==> src/rtl/fetch_pc_unit.sv <==
// Program counter for the fetch front end: sequential advance, prioritised trap/branch/JALR redirects, halt/resume FSM, misaligned-target rejection.
// Latency: one cycle from any input to pc/pc_valid/halted/misalign_*; pc_plus is combinational from pc.
// Backpressure: pc and pc_valid hold while pc_valid & !pc_ready, except that a trap or an accepted redirect flushes pc.
//
// Ports:
//   clk, rst            rising-edge clock, asynchronous active-low reset
//   redirect_*          taken branch/jump: kind 0 = base+imm, kind 1 = JALR (base+imm, bit0 cleared)
//   trap_valid/_vector  highest-priority redirect, never alignment-checked
//   halt_req, resume    level halt request, resume pulse out of HALTED
//   pc_valid/pc_ready   handshake to instruction fetch; pc_plus = pc + INC
//   halted              FSM is in HALTED
//   misalign_err/_addr  one-cycle pulse and captured target of a rejected redirect
module fetch_pc_unit #(
    parameter int                 XLEN         = 32,
    parameter logic [XLEN-1:0]    RESET_VECTOR = '0,
    parameter int                 INC          = 4,
    parameter int                 ALIGN_BITS   = 2
) (
    input  logic            clk,
    input  logic            rst,
    input  logic            redirect_valid,
    input  logic            redirect_kind,
    input  logic [XLEN-1:0] redirect_base,
    input  logic [XLEN-1:0] redirect_imm,
    input  logic            trap_valid,
    input  logic [XLEN-1:0] trap_vector,
    input  logic            halt_req,
    input  logic            resume,
    input  logic            pc_ready,
    output logic            pc_valid,
    output logic [XLEN-1:0] pc,
    output logic [XLEN-1:0] pc_plus,
    output logic            halted,
    output logic            misalign_err,
    output logic [XLEN-1:0] misalign_addr
);

    localparam logic [XLEN-1:0] ONE        = {{(XLEN-1){1'b0}}, 1'b1};
    localparam logic [XLEN-1:0] INC_W      = XLEN'(INC);
    // Low bits that must be zero in a redirect target; all-zero mask when ALIGN_BITS = 0.
    localparam logic [XLEN-1:0] ALIGN_MASK = (ONE << ALIGN_BITS) - ONE;

    typedef enum logic [1:0] {
        BOOT   = 2'd0,
        RUN    = 2'd1,
        DRAIN  = 2'd2,
        HALTED = 2'd3
    } state_t;

    state_t          state;
    logic            fire;
    logic            active;
    logic [XLEN-1:0] rel_sum;
    logic [XLEN-1:0] target;
    logic            target_misaligned;
    logic            redirect_take;
    logic            misalign_hit;
    logic [XLEN-1:0] pc_next;

    // Sums wrap modulo 2^XLEN; carries are simply dropped.
    assign pc_plus = pc + INC_W;

    always_comb begin
        fire              = pc_valid & pc_ready;
        active            = (state != BOOT);
        rel_sum           = redirect_base + redirect_imm;
        target            = redirect_kind ? {rel_sum[XLEN-1:1], 1'b0} : rel_sum;
        target_misaligned = |(target & ALIGN_MASK);
        redirect_take     = redirect_valid & ~target_misaligned;
        // A concurrent trap overrides the redirect entirely, so it also masks the error.
        misalign_hit      = active & redirect_valid & ~trap_valid & target_misaligned;

        pc_next = pc;
        if (trap_valid) begin
            pc_next = trap_vector;
        end else if (redirect_take) begin
            pc_next = target;
        end else if (fire) begin
            pc_next = pc_plus;
        end
    end

    always_ff @(posedge clk or negedge rst) begin
        if (!rst) begin
            state         <= BOOT;
            pc            <= RESET_VECTOR;
            pc_valid      <= 1'b0;
            halted        <= 1'b0;
            misalign_err  <= 1'b0;
            misalign_addr <= '0;
        end else begin
            misalign_err <= 1'b0;

            // BOOT ignores every input; the PC only starts moving once running.
            if (active) begin
                pc <= pc_next;
                if (misalign_hit) begin
                    misalign_err  <= 1'b1;
                    misalign_addr <= target;
                end
            end

            // Redirects never alter the state; only the handshake and halt/resume do.
            unique case (state)
                BOOT: begin
                    state    <= RUN;
                    pc_valid <= 1'b1;
                end
                RUN: begin
                    if (halt_req) begin
                        if (fire || !pc_valid) begin
                            state    <= HALTED;
                            pc_valid <= 1'b0;
                            halted   <= 1'b1;
                        end else begin
                            // Offered PC must be consumed before fetch stops.
                            state <= DRAIN;
                        end
                    end
                end
                DRAIN: begin
                    if (fire) begin
                        state    <= HALTED;
                        pc_valid <= 1'b0;
                        halted   <= 1'b1;
                    end
                end
                HALTED: begin
                    if (resume && !halt_req) begin
                        state    <= RUN;
                        pc_valid <= 1'b1;
                        halted   <= 1'b0;
                    end
                end
                default: begin
                    state    <= BOOT;
                    pc_valid <= 1'b0;
                    halted   <= 1'b0;
                end
            endcase
        end
    end

endmodule
==> config.mk <==
export PLATFORM = sky130hd
export DESIGN_NAME = fetch_pc_unit
export DESIGN_NICKNAME = d
export VERILOG_FILES = /design/src/rtl/fetch_pc_unit.sv
export SDC_FILE = /design/constraint.sdc
export NUM_CORES = 1
export LEC_CHECK = 0
export ABC_AREA = 1
export CAP_MARGIN = 40
export CORE_AREA = 2 2 163 165
export DETAILED_ROUTE_END_ITERATION = 10
export DIE_AREA = 0 0 165 167
export MAX_ROUTING_LAYER = met4
export PLACE_DENSITY = 0.52
export REMOVE_ABC_BUFFERS = 1
export SYNTH_ARGS = -nofsm -noshare
export SYNTH_HDL_FRONTEND = slang
export SYNTH_SLANG_ARGS = --single-unit
export TNS_END_PERCENT = 5
==> constraint.sdc <==
create_clock -name clk -period 1.8 [get_ports clk]
set_clock_uncertainty 0.2 [all_clocks]
set_input_delay 0.36 -clock clk [delete_from_list [all_inputs] [get_ports clk]]
set_output_delay 0.36 -clock clk [all_outputs]
set_load 0.005 [all_outputs]
After elaboration in Yosys (flattened, before gate mapping)
Index checks and enable logic that the tools add are counted.
- flip-flop bits (word level): 69
- output and inout bits: 99
- word-level logic and storage cells: 57
- bits of input ports: 104
- reduce and logical (&&, ||, !) cells: 14
- bitwise logic cells: 7
- muxes and demuxes: 21
- equal/unequal tests: 7
- add/sub/neg operators: 2
- operators by type and width (kind ; count):
    32-bit 2-to-1 mux ; 3
    32-bit by 3-bit adder with 32-bit output (second input constant) ; 1
    32-bit adder ; 1
    1-bit 2-to-1 mux ; 12
    2-bit inequality test (second input constant) ; 4
    2-bit case mux with 4 select lines ; 1
    2-bit 2-to-1 mux ; 3
    3-bit nonzero test ; 2
    1-bit bitwise AND ; 5
    5-bit AND reduction ; 1
    2-bit == test (second input constant) ; 2
    1-bit case mux with 4 select lines ; 1
    2-bit AND reduction ; 2
    4-bit AND reduction ; 1
    1-bit case mux with 3 select lines ; 1
    3-bit AND reduction ; 1
    2-bit by 1-bit == test with 1-bit output (second input constant) ; 1
    1-bit logical NOT ; 2
    2-bit logical NOT ; 1
    1-bit NOT ; 2
    2-bit nonzero test ; 1
    2-bit OR reduction ; 1
    1-bit logical AND ; 1
    1-bit logical OR ; 1

Depth between registers and ports, before layout
Gate-level depths: netlist (run 1).
- word-level depth: 7
- mapped depth: 17
- mapped depth without buffers: 17

Worst setup path before layout (run 1)
Ideal clock, no wire load.
- path type: input-to-reg
- start point: input port redirect_base[0]
- end point: register pc[6]
- path buffers: 1
- data arrival time: 2011 ps
- slack: -550 ps
- setup time: 139 ps
- data required time: 1461 ps
- stages on the path: 11
- path through: ha_1 > inv_1 > fa_1 > inv_1 > a21oi_1 > nand2_1 > nand2_2 > inv_1 > buf_2 > a221oi_1 > a22oi_1
- longest elaborated chain between the ends: 7
- elaborated cells on any way between the ends: 9
- those cells by class: 1 x add/sub; 3 x mux; 2 x bitwise; 3 x reduce/logical
- RTL lines (element ; RTL line ; source):
    start, declared ; 23 ; input logic [XLEN-1:0] redirect_base,
    32-bit adder (*) ; 66 ; rel_sum = redirect_base + redirect_imm;
    1-bit 2-to-1 mux ; 67 ; target = redirect_kind ? {rel_sum[XLEN-1:1], 1'b0} : rel_sum;
    2-bit OR reduction ; 68 ; target_misaligned = |(target & ALIGN_MASK);
    1-bit NOT ; 69 ; redirect_take = redirect_valid & ~target_misaligned;
    1-bit bitwise AND ; 69 ;
    3-bit nonzero test (no line) or 32-bit 2-to-1 mux (tied branches) ; - ;
    2-bit AND reduction (no line) or 32-bit 2-to-1 mux (tied branches) ; - ;
    end signal, assigned ; 96 ; pc <= pc_next;
    end, declared ; 31 ; output logic [XLEN-1:0] pc,
Mark *: on every way between the ends. The rest lies on a longest branch, timed or not.
A chain may end at the register's enable or synchronous reset.

Final worst setup path (run 1)
- start point: register pc[11]
- end point: output port pc_plus[15]
- longest elaborated chain between the ends: 1
- RTL lines (element ; RTL line ; source):
    32-bit by 3-bit adder with 32-bit output ; 61 ; assign pc_plus = pc + INC_W;
    end, declared ; 32 ; output logic [XLEN-1:0] pc_plus,
Every way passes these cells.

==> results.txt, run 1 <==
The flow ran to the end, but the final reports show violations. The final reports fail on setup timing. Yosys attributes the largest share of cell area to dfrtp_1, nand2_1, inv_1. The worst vdd rail ir drop came out at 0.000671 V. The async set-reset flop share out of synthesis came out at 100%. The final wirelength is 30.4 mm. The initial core utilization came out at 24.7%. The die is 165 µm wide. The post-detailed-route wirelength per cell is 16.6 µm. Walking the worst path, the cells encountered are buf_4 > nand2_4 > nor2_4 > nand2_2 > nor3_4 > buf_6 > xor2_4 > buf_2.

The worst setup path is launched from a flip-flop. Setup repair after global routing could not meet its margin everywhere. The detail route stage leaves a number of antenna-violating nets equal to 0.

The met1 layer wirelength in the final routing came out at 13.4 mm. The iteration-0 DRC count of the detailed router came out at 408. The primary flip-flop cell chosen by synthesis mapping is dfrtp_1.

The standard cell with the maximum stage delay on the critical path is dfrtp_1. The internal portion of total power came out at 0.00880 W. The area of the mapped netlist is 0.00636 mm². The final weighted congestion of routability-driven global placement is 0.949.

The number of synthesized flops with an enable pin came out at 0. After detailed routing, no signal wire sits above met4. The number of pins with negative max-slew slack in the final report is 0. After synthesis, the share of cell area in mux cells is 0%. The area share of the leading cell type in the synthesized netlist is 27.1%.

After synthesis, the largest family of logic cells by area is simple AND/OR/NAND/NOR gates. The total of warnings raised by yosys came out at 0. The die extent in y is 167 µm. In this run the clock root is driven by a clkbuf_16. In the routed design, unresolved DRC markers number 0.

For this run, the post-layout net count is 1637. The clock network latency to the later pin of the worst-skew pair came out at 340 ps. The core region is 0.0258 mm². The number of global-route vias before repair came out at 8743. The average vias per placed instance came out at 4.56. The synthesized design contains 69 register bits. The setup path with the least slack is of type flip-flop to primary output. The power share of the clock group is 11.2%. The buffers plus inverters on the worst setup path came out at 3. STA classifies the critical path endpoint as a primary output. The smallest clock period supported by the final layout is computed as 2440 ps. The path class of the tightest hold or removal check is input pin to async pin. Buffers inserted during clock tree synthesis total 9. The repair_antennas step left the layout with diodes totalling 0. The count of port buffers added during placement came out at 202. After routing, the total negative slack on setup checks comes to -32290 ps. The number of setup violations in the final report came out at 93. The sequential share of the synthesized area is 27.1%. Of the total synthesized cell area, the portion taken by XOR and XNOR cells is 4.64%.

The switching share of power came out at 41.9%. After detailed routing, the met2 layer carries 14.5 mm of wire. The synthesized design spends more area on one cell type than any other, namely dfrtp_1. The cell class contributing the biggest share of worst-path delay is simple AND/OR/NAND/NOR gates.

The hold slack is 218 ps. The simple-gate area share of the yosys netlist came out at 40.0%. The number of antenna violations at the first check in global routing came to 0. The analysis attributes to cell leakage a power of 6.68 nW. For this run, the top clock speed supported by timing is 410 MHz. The number of H-tree levels came out at 3.

The count of vias placed by the detailed router is 8376. The hold violation total from the final report came out at 0. In this run the tightest slew margin relative to its limit is 71.6%. The number of top-level pins is 203. The layout filler cell count is 2498. The data required time at the worst endpoint came out at 1240 ps. Summed over all layers, the global routing overflow is 0. The wire length on met3 came out at 1.57 mm. After layout, the worst path uses 135% of the clock period.

The worst setup slack after layout came out at -637 ps. The count of TritonRoute iterations in the first routing pass came out at 5. After detailed placement, the total cell area comes to 0.0104 mm². Synthesis produced 1036 cells. The register clock-pin slew on the reported worst setup and hold paths came out at 60 ps. The number of buffers between clock root and the deepest sink came out at 2.

The number of max-cap violations came out at 0. The number of core rows came out at 59. The number of distinct standard cells referenced by the synthesized netlist is 45. For flop-to-flop paths, the worst setup slack is -360 ps. The power spent charging and discharging nets came out at 0.00636 W. The largest net degree at the start of global routing came out at 42.

The arrival time of the worst setup path is 1880 ps. The power per standard cell area came out at 1190 mW/mm². The maximum fanout count along the critical path came out at 3. The first global-routing pass estimated 46.7 mm of wire. The largest single stage delay on the critical path is 380 ps.

The sink count of the clock tree is 69. After routing the design area is 0.0127 mm². The pin slew with the least headroom to its limit is 423 ps. Averaged over all synthesized cells, the footprint is 6.14 µm². The combinational fraction of design power is 68.1%. Relative to the synthesized area, the layout overhead comes to 100%. The adder-cell share of the synthesized area came out at 7.40%. The share of the synthesized area in compound gates (AO/OA/AOI/OAI) is 10.2%.

TritonCTS built the clock tree. Detailed placement finished with a half-perimeter wire length of 23.5 mm. The area of the die came out at 0.0276 mm². The share of layout cells above drive strength 1 came out at 39.5%.

The share of total power in sequential cells is 20.7%. Global routing consumed, over all layers together, 22.8% of the routing resources.
power by group through the flow:
stage	Sequential [W]	Combinational, W	Clock, W
floorplan	0.00301	0.00281	0
global placement	0.00306	0.00867	0
detailed placement	0.00305	0.00871	0
CTS	0.00309	0.00984	0.00173
global route	0.00321	0.0112	0.00179
finish	0.00313	0.0103	0.00170
through the flow:
stage	power, W	cells	worst slack (ps)	utilization [%]
after floorplan	0.00581	1016	-1260	-
after global placement	0.0117	1770	-1170	40.4
after detailed placement	0.0118	1770	-1240	40.4
after CTS	0.0147	1832	-672	46.8
after global routing	0.0162	1835	-731	49.5
final	0.0152	1835	-637	49.5
final timing paths:
path | start | to | cells past startpoint
worst min-delay path | rst | pc[5] | 2
worst max-delay path | pc[11] | pc_plus[15] | 8
max in group asynchronous | rst | misalign_addr[22] | 3
worst min register to register | misalign_addr[8] | misalign_addr[8] | 2
worst max register to register | pc[14] | pc[22] | 15
min in group clk | redirect_imm[0] | misalign_addr[0] | 4
what timing repair did:
action                                  CTS  global route
endpoints found under the hold margin    65             0
endpoints found under the setup margin  137           127
hold buffers                              1             0
buffers inserted                         44             9
pin swaps                                70            64
gates cloned                              4             0
gates resized for setup                 390           200
sequential cells by signal, indices dropped and copies added (netlist names):
| signal | flops |
|---|---|
| pc_valid | 1 |
| halted | 1 |
| state | 2 |
| pc | 32 |
| misalign_addr | 32 |
| misalign_err | 1 |
cell families (layout without fill, tap and decap cells):
family	after synthesis	after routing
AO/OA/AOI/OAI	116	116
XOR/XNOR	32	32
adder cells (fa/ha/maj)	37	37
buffers and inverters	171	635
flip-flops	69	69
AND/OR/NAND/NOR	611	611
routing by layer:
layer	global-route usage [%]	vias up
met5	-	-
met4	8.85	0
met3	2.81	57
met2	36.9	253
met1	28.8	3911
li1	-	4155
cells in the mapped netlist (3+ instances only):
cell	n
o21ai_1	11
o21bai_1	4
inv_2	5
nand2_2	8
nand3b_1	4
buf_4	3
nand2_1	389
a21oi_1	45
buf_2	14
o211ai_1	4
xnor2_1	11
dfrtp_1	69
nor2_2	9
ha_1	36
nand4_1	5
nand3_1	67
nor3_1	7
nor2_1	110
a31oi_1	6
nor3_2	4
o21ai_0	34
xor2_1	19
inv_1	145
area by class of cell:
cell class	instances	area, µm²	area share, %
Multi-Input combinational cell	796	5390	42.3
Timing Repair Buffer	469	4340	34.0
Sequential cell	69	1740	13.6
Inverter	151	589	4.62
Tap cell	335	419	3.29
Clock buffer	10	239	1.87
Clock inverter	5	36.3	0.285
cell usage in the layout (no fill, tap or decap), types with 6 or more instances in the layout:
cell,netlist,routed
a21oi_1,45,21
a21oi_2,1,19
a21oi_4,0,6
a31oi_1,6,6
buf_12,0,8
buf_2,14,17
buf_4,3,216
buf_6,1,47
clkbuf_16,0,9
clkdlybuf4s50_1,0,84
dfrtp_1,69,59
dfrtp_2,0,10
dlygate4sd2_1,0,38
dlymetal6s2s_1,0,41
ha_1,36,12
ha_4,0,22
inv_1,145,129
inv_2,5,17
nand2_1,389,308
nand2_2,8,73
nand2_4,0,14
nand3_1,67,54
nand3_2,1,8
nand3_4,0,6
nor2_1,110,76
nor2_2,9,19
nor2_4,2,26
o21ai_0,34,18
o21ai_1,11,23
xnor2_2,0,6
xor2_2,2,9
xor2_4,0,10
(Power assumes the default switching activity.)
==> run 2, diff against run 1 <==
--- a/config.mk
+++ b/config.mk
@@ -5,13 +5,12 @@
 export SDC_FILE = /design/constraint.sdc
 export NUM_CORES = 1
 export LEC_CHECK = 0
-export ABC_AREA = 1
 export CAP_MARGIN = 40
-export CORE_AREA = 2 2 163 165
+export CORE_AREA = 2 2 152 154
 export DETAILED_ROUTE_END_ITERATION = 10
-export DIE_AREA = 0 0 165 167
+export DIE_AREA = 0 0 154 156
 export MAX_ROUTING_LAYER = met4
-export PLACE_DENSITY = 0.52
+export PLACE_DENSITY = 0.53
 export REMOVE_ABC_BUFFERS = 1
 export SYNTH_ARGS = -nofsm -noshare
 export SYNTH_HDL_FRONTEND = slang
==> run 2 against run 1 <==
- synthesized area fell by 13%
- global-route usage fell by 2.7 points
- critical path depth did not move
- hold slack improved by 59 ps
- critical endpoint is now pc_plus[20]
- register-to-register slack got worse by 320 ps
- power fell by 12%
- sequential share of layout area rose by 1.7 points
- routed wire length fell by 22%
- synthesized cell count fell by 35%
- the flow still finishes with violations (setup timing)
- via count fell by 20%
==> results.txt, run 2 <==
The worst register-to-register path begins at pc[12]. VDD sags by at most 0.000540 V. During I/O placement, the number of pins put on the boundary was 203. The number of setup violations in the final report is 93. The most common cell in the synthesized netlist is nand2_1.

After synthesis, the most frequently instantiated cells are nand2_1, dfrtp_1, o21ai_0. The fraction of synthesized cell area in xor and xnor cells came out at 8.54%. The final layout contains 1259 nets.

Timing analysis after detailed placement gives a worst setup slack of -1650 ps. The overall power after layout is 0.0133 W. For this design, the sink count on the clock tree is 69. The adder-cell share of the synthesized area came out at 8.49%.

The hold slack is 277 ps. The tightest min-delay check is of the flip-flop to flip-flop type. The overall track demand over capacity in global routing came out at 20.1%. The number of max-cap violations came out at 0. By startpoint and endpoint, the worst setup path is classified as flip-flop to primary output. The post-detailed-route wirelength per cell came out at 16.8 µm. The number of antenna violations at the first check in global routing came out at 2. Timing would allow up to 372 MHz. Of the available clock period, the critical path in the final layout requires 150%. Walking the worst path, the cells encountered are buf_6 > nand4_1 > nor4_4 > buf_4 > buf_6 > nand4_1 > xnor2_2 > buf_2. TritonCTS created 9 clock buffers. STA classifies the critical path startpoint as a flip-flop. Power spread over the standard cell area amounts to 1180 mW/mm². The iteration-0 DRC count of the detailed router came out at 345. The floorplan step defined a die boundary enclosing 0.0240 mm². The maximum fanout count along the critical path is 4. The total grt overflow is 0. The internal portion of total power is 0.00849 W. The number of storage elements in the synthesis netlist came out at 69. The multiplexer share of the synthesized area is 2.35%.

Counting distinct cell types in the post-synthesis netlist gives 65. The share of layout cells above drive strength 1 is 44.1%. At the end of the flow the core is filled with cells to 50.4%. The die extent in y came out at 156 µm.

The number of instances in the synthesized netlist is 669. Detailed placement ended at an HPWL of 18.4 mm. The global-route wire length before repair came out at 37.0 mm.

The number of cells on the worst reg-to-reg path came out at 12. The path length in cells of the critical path is 8. The number of core rows came out at 55. The pin slew with the least headroom to its limit is 407 ps.

The capturing instance or port of the critical path is pc_plus[20]. The width of the die is 154 µm. The final weighted congestion of routability-driven global placement is 0.872.

The kind of cell with the highest combined delay along the critical path is simple AND/OR/NAND/NOR gates. Clock tree synthesis selected as its root buffer the cell clkbuf_16. The worst hold path begins at misalign_addr[12]. The clock network accounts for 16.1% of the total power. Averaged over all synthesized cells, the footprint is 8.28 µm². The switching share of power came out at 36.3%. The initial core utilization came out at 24.8%. For this run, the detailed router's first-pass iteration total came to 7. The worst setup slack after layout came out at -891 ps. The slowest stage of the critical path is the dfrtp_1 cell. The layout overhead on the synthesized area came out at 104%. The simple-gate area share of the yosys netlist is 19.4%.

The run finished, with violations left. The clock reaches the later pin of the worst-skew pair after 330 ps. The post-route DRC violation count is 0. The arrival time of the worst setup path came out at 2130 ps. The source of the critical timing path is pc[12].

The worst register-to-register path ends at pc[22]. The share of the synthesized area in compound gates (AO/OA/AOI/OAI) is 26.2%. The number of buffers between clock root and the deepest sink came out at 2. On the worst path, the slowest cell contributes a delay of 400 ps. The share of total power in sequential cells is 21.3%. The cell accounting for the most synthesized area is dfrtp_1. By area, the combinational part of the netlist is dominated by compound AO/OA/AOI/OAI gates. The average vias per placed instance came out at 4.77. Summing the sequential cell areas from Yosys gives 31.2% of the chip area. The number of pins with negative max-slew slack in the final report came out at 0. TritonCTS built the clock tree.

For flop-to-flop paths, the worst setup slack is -680 ps. The hold violation total from the final report was 0. The final sum of negative setup slack is -42870 ps. The worst setup path is captured at a primary output. Input and output buffers added on the ports amount to 202. The power spent charging and discharging nets is 0.00483 W. The most frequent standard cell in the layout excluding fill and tap cells is buf_4. In this run the static leakage power is 5.28 nW. In this run the cell area of the synthesized design comes to 0.00554 mm². Setup repair after global routing could not meet its margin everywhere.

In the layout the commonest cells are buf_4, nand2_1, clkdlybuf4s50_1. Counting flops with a built-in enable in the synthesized netlist gives 0. The final wirelength came out at 23.7 mm. The most used flip-flop cell after synthesis is dfrtp_1. The register clock-pin slew on the reported worst setup and hold paths is 60 ps. The buffers plus inverters on the worst setup path is 4. The number of H-tree levels came out at 3. Yosys printed 0 warnings. After synthesis, the cell types taking the most area are dfrtp_1, ha_1, nand2_1. Data on the critical path is required at its endpoint by 1240 ps. The floorplan core area is 0.0224 mm². The count of nets left with antenna violations after detail routing is 0. The synthesized design devotes to its leading area cell type 31.2% of total area.

Headroom to the max-slew limit came out at 72.6%. The final reports fail on setup timing. The combinational fraction of design power came out at 62.6%. The largest net degree at the start of global routing is 70. The number of global-route vias before repair is 6913. In the final layout, the registers with the most flip-flops are misalign_addr x32, pc x32, state x2. The async set-reset flop share out of synthesis came out at 100%.

The count of vias placed by the detailed router came out at 6726. The time the worst path needs with I/O delays and setup is 2690 ps.
==> run 2: changes by cell type in the layout (fill, tap and decap cells not counted), moves of 23 or more <==
cell and change:
dlymetal6s2s_1 -23, nand3_1 -43, nor2_1 -45, inv_1 -116
dlygate4sd2_1 +24, nor2_4 -23, nand2_2 -70, nand2_1 -218
==> run 2: area by class of cell <==
type	count	area, µm²
flip-flops and latches	69	1730
repair buffers	474	4090
multi-input cells	547	4670
clock buffers	13	270
inverters	17	63.8
clock inverters	3	90.1
well taps	285	357
fillers	2121	11100
diodes	2	5.00
==> run 2: layer usage <==
layer  vias up  global-route usage, %  share of wire (%)
li1       3348                      -                  -
met1      3172                   25.5                 45
met2       179                   33.5                 48
met3        27                   2.89                5.0
met4         0                   5.74                2.1
met5         -                      -                  0
==> run 2: power by group through the flow <==
stage | clock network, W | logic [W] | registers (W)
after floorplan | 0 | 0.00232 | 0.00307
after global placement | 0 | 0.00778 | 0.00280
after detailed placement | 0 | 0.00780 | 0.00281
after CTS | 0.00218 | 0.00813 | 0.00283
after global routing | 0.00225 | 0.00903 | 0.00294
final | 0.00214 | 0.00834 | 0.00284
==> run 2: logic make-up (layout without fill, tap and decap cells) <==
family                     count (synthesis)  count (layout)
AOI/OAI and AO/OA                        223             223
xor gates and xnor gates                  54              54
adders and majority gates                 37              37
buffers and inverters                     53             507
DFF                                       69              69
muxes                                     12              12
other                                      0               2
and+or+nand+nor                          221             221
==> run 2: worst min-delay path: cells and delay by family, from the launching register on <==
family | cells | cell delay (ps)
and+or+nand+nor | 1 | 50
DFF | 1 | 340
AOI/OAI and AO/OA | 1 | 60
==> run 2: worst min path at each step <==
| stage | cells past startpoint | endpoint |
|---|---|---|
| final | 2 | misalign_addr[12] |
| after global routing | 2 | misalign_addr[3] |
| after CTS | 2 | misalign_addr[12] |
| after global placement | 2 | pc[31] |
| after floorplan | 0 | halted |
| after detailed placement | 2 | misalign_addr[31] |
==> run 2: stage by stage <==
step,area (µm²),cells
final,11300,1410
after global routing,11300,1410
after CTS,11000,1402
after detailed placement,9570,1353
after global placement,9570,1353
after floorplan,5390,633
==> run 2: repair_timing <==
action,in CTS,in global routing
hold buffers,1,0
gates resized for setup,421,75
setup endpoints to repair,138,117
endpoints found under the hold margin,69,0
pin swaps,104,37
setup buffers,35,6
==> run 3, diff against run 2 <==
--- a/config.mk
+++ b/config.mk
@@ -7,11 +7,13 @@
 export LEC_CHECK = 0
 export CAP_MARGIN = 40
 export CORE_AREA = 2 2 152 154
+export CTS_CLUSTER_SIZE = 25
 export DETAILED_ROUTE_END_ITERATION = 10
 export DIE_AREA = 0 0 154 156
 export MAX_ROUTING_LAYER = met4
-export PLACE_DENSITY = 0.53
+export PLACE_DENSITY = 0.52
 export REMOVE_ABC_BUFFERS = 1
+export SETUP_SLACK_MARGIN = 0.3
 export SYNTH_ARGS = -nofsm -noshare
 export SYNTH_HDL_FRONTEND = slang
 export SYNTH_SLANG_ARGS = --single-unit
==> constraint.sdc (replaced) <==
create_clock -name clk -period 2.7 [get_ports clk]
set_clock_uncertainty 0.2 [all_clocks]
set_input_delay 0.54 -clock clk [delete_from_list [all_inputs] [get_ports clk]]
set_output_delay 0.54 -clock clk [all_outputs]
set_load 0.005 [all_outputs]
==> run 3 against run 2 <==
- first-iteration DRC count fell by 12%
- final cell count fell by 2.8%
- hold slack improved by 0.97 ps
- critical endpoint is now pc[28]
- cell area fell by 5.5%
- clock power fell by 35%
- sequential share of layout area rose by 0.88 points
- count of clock-buffer cells in the layout fell by 1
- the run still ends with setup timing left
- largest power group unchanged
- die area did not move
- via count fell by 1.5%
- global-route usage fell by 0.19 points
- flip-flop and latch count did not move
==> results.txt, run 3 (synthesis results as in run 2) <==
The overall track demand over capacity in global routing came out at 19.9%. The worst setup slack after layout came out at -102 ps. The final weighted congestion of routability-driven global placement is 0.845. The worst slack after detailed placement is -953 ps. The share of layout cells above drive strength 1 is 37.3%. In this design, the critical path's most frequently occurring cell is o31a_1. The largest net degree at the start of global routing came out at 45. The number of global-route vias before repair is 6624. The number of core rows is 55. The largest registers in the layout are misalign_addr x32, pc x32, state x2. Buffers placed on the I/O ports in this run total 202. The count of vias placed by the detailed router came out at 6624. The power per standard cell area is 808 mW/mm². The number of nets in the finished design is 1221. The number of top-level pins is 203. After detailed routing, the number of remaining DRC violations is 0. The run finished, with violations left.

The switching share of power came out at 36.4%. The hold slack came out at 278 ps. The combinational fraction of design power is 61.5%. After the first detailed-routing iteration, the DRC count stood at 305. The share of total power dissipated in the clock network is 16.2%. The signal on the critical path passes through clkdlybuf4s50_1 > ha_2 > a21oi_4 > o21ai_2 > buf_4 > a2111oi_4 > o31a_2 > o21ai_4 > o31a_1 > o31a_1. Setup repair after global routing could not meet its margin everywhere. The detail route stage leaves a number of antenna-violating nets equal to 0. The tightest min-delay check is of the flip-flop to flip-flop type.

The number of max-cap violations came out at 0. The total CTS buffers came out at 9. The average vias per placed instance is 4.83. The die covers 0.0240 mm².

The root cell of the clock tree is clkbuf_16. In this run the cell area measured after placement is 0.00938 mm². The post-detailed-route wirelength per cell came out at 17.2 µm. Setup total negative slack on the finished layout was measured at -770 ps.

The initial core utilization is 24.8%. The worst relative slew slack came out at 60.9%. The total grt overflow is 0. TritonCTS built the clock tree. The first detailed-routing pass ran for 5 iterations. Leaving out fill and tap cells, the most frequent cell in the layout is buf_4.

The internal portion of total power is 0.00547 W. After clock tree synthesis, the clock-pin slew on the worst setup and hold paths is 60 ps. The die extent in y is 156 µm. The number of buffers between clock root and the deepest sink is 2.

The standard cell with the maximum stage delay on the critical path is clkdlybuf4s50_1. STA classifies the critical path endpoint as a flip-flop. The worst setup path is launched from an input pin.

The cell family contributing the most delay on the critical path is compound AO/OA/AOI/OAI gates. The data required time at the worst endpoint is 2730 ps. In this run the number of H-tree levels came out at 3.

Counting I/O delays and the setup requirement, the final critical path takes 2800 ps. The delay of the slowest critical-path stage came out at 410 ps. Per report_power, the sequential group accounts for 22.2% of the total.

The layout overhead on the synthesized area is 92.3%. The buffers plus inverters on the worst setup path came out at 2. Derived from the worst setup path, the maximum achievable clock frequency is 357 MHz. The final wirelength is 23.5 mm. The standby leakage power is 4.73 nW. The power spent charging and discharging nets is 0.00314 W. The clock reaches the later pin of the worst-skew pair after 340 ps. The arrival time of the worst setup path came out at 2830 ps.

Of all nets on the critical path, the largest fanout is 4. The first global-routing pass estimated 36.3 mm of wire. Measured on the finished design, the core utilization comes to 47.6%. Summed over all nets, the half-perimeter wirelength after detailed placement is 18.6 mm. The critical path is of the input pin to flip-flop type.

The number of pins with negative max-slew slack in the final report is 0. The number of setup violations in the final report came out at 18. The floorplan core area is 0.0224 mm².

The number of antenna violations at the first check in global routing came out at 1. The cell area after layout came out at 0.0107 mm². The width of the die is 154 µm.

The worst vdd rail ir drop is 0.000362 V. The hold violation total from the final report is 0. After layout, the worst path uses 104% of the clock period. The sink count of the clock tree is 69.

In the layout the commonest cells are buf_4, clkdlybuf4s50_1, nand2_1. The pin slew with the least headroom to its limit is 581 ps. The final reports fail on setup timing.
run 3: changes by cell type in the layout (fill, tap and decap cells not counted), sizes merged:
cell	change
buf	-50
clkbuf	-4
clkdlybuf4s15	+4
clkdlybuf4s50	+73
clkinv	+2
diode	-1
dlygate4sd2	-46
dlymetal6s2s	-16
inv	-1
run 3: what timing repair did:
action                                  in CTS  in global routing
endpoints found under the setup margin      88                 76
pin swaps                                   77                 38
setup buffers                               22                  1
hold buffers                                 1                  0
hold endpoints to repair                    25                  0
resized for setup                          259                 49
run 3: layer usage:
layer | global-route usage [%] | part of all wire [%] | vias up | routed length [µm]
met3 | 3.19 | 5.0 | 32 | 1170
met5 | - | 0 | - | 0
met4 | 7.83 | 2.8 | 0 | 660
li1 | - | - | 3274 | -
met1 | 25.1 | 45 | 3139 | 10600
met2 | 32.1 | 47 | 179 | 11100
run 3: worst min-delay path: cells and delay by family (launching register included):
family	cells	cell delay, ps
and+or+nand+nor	1	50
AOI/OAI and AO/OA	1	60
DFF	1	340
run 3: power by group through the flow:
stage	Clock, W	Combinational (W)	Sequential, W
2_1_floorplan	0	0.00154	0.00205
3_3_place_gp	0	0.00494	0.00189
3_5_place_dp	0	0.00494	0.00191
4_1_cts	0.00142	0.00517	0.00191
5_1_grt	0.00147	0.00574	0.00199
6_report	0.00140	0.00530	0.00191
run 3: final cells by class:
class	count	area, µm²
diodes	1	2.50
repair buffers	436	3750
clock inverters	4	95.1
flip-flops and latches	69	1730
well taps	285	357
clock buffers	12	246
multi-input cells	547	4420
fillers	2162	11700
inverters	17	63.8
run 3: per-stage QoR:
step | total power, W | std cells
2_1_floorplan | 0.00359 | 633
4_1_cts | 0.00850 | 1369
3_3_place_gp | 0.00683 | 1330
6_report | 0.00861 | 1371
3_5_place_dp | 0.00685 | 1330
5_1_grt | 0.00920 | 1371
run 3: final timing paths:
check | startpoint | end | slack (ps) | depth (start not counted)
hold reg to reg | halted | halted | 280 | 2
max in group asynchronous | rst | misalign_addr[4] | 1250 | 3
min in group asynchronous | rst | pc[31] | 470 | 2
hold / removal | halted | halted | 280 | 2
setup reg to reg | pc[7] | pc[26] | 160 | 12
setup / recovery | redirect_imm[8] | pc[28] | -100 | 10
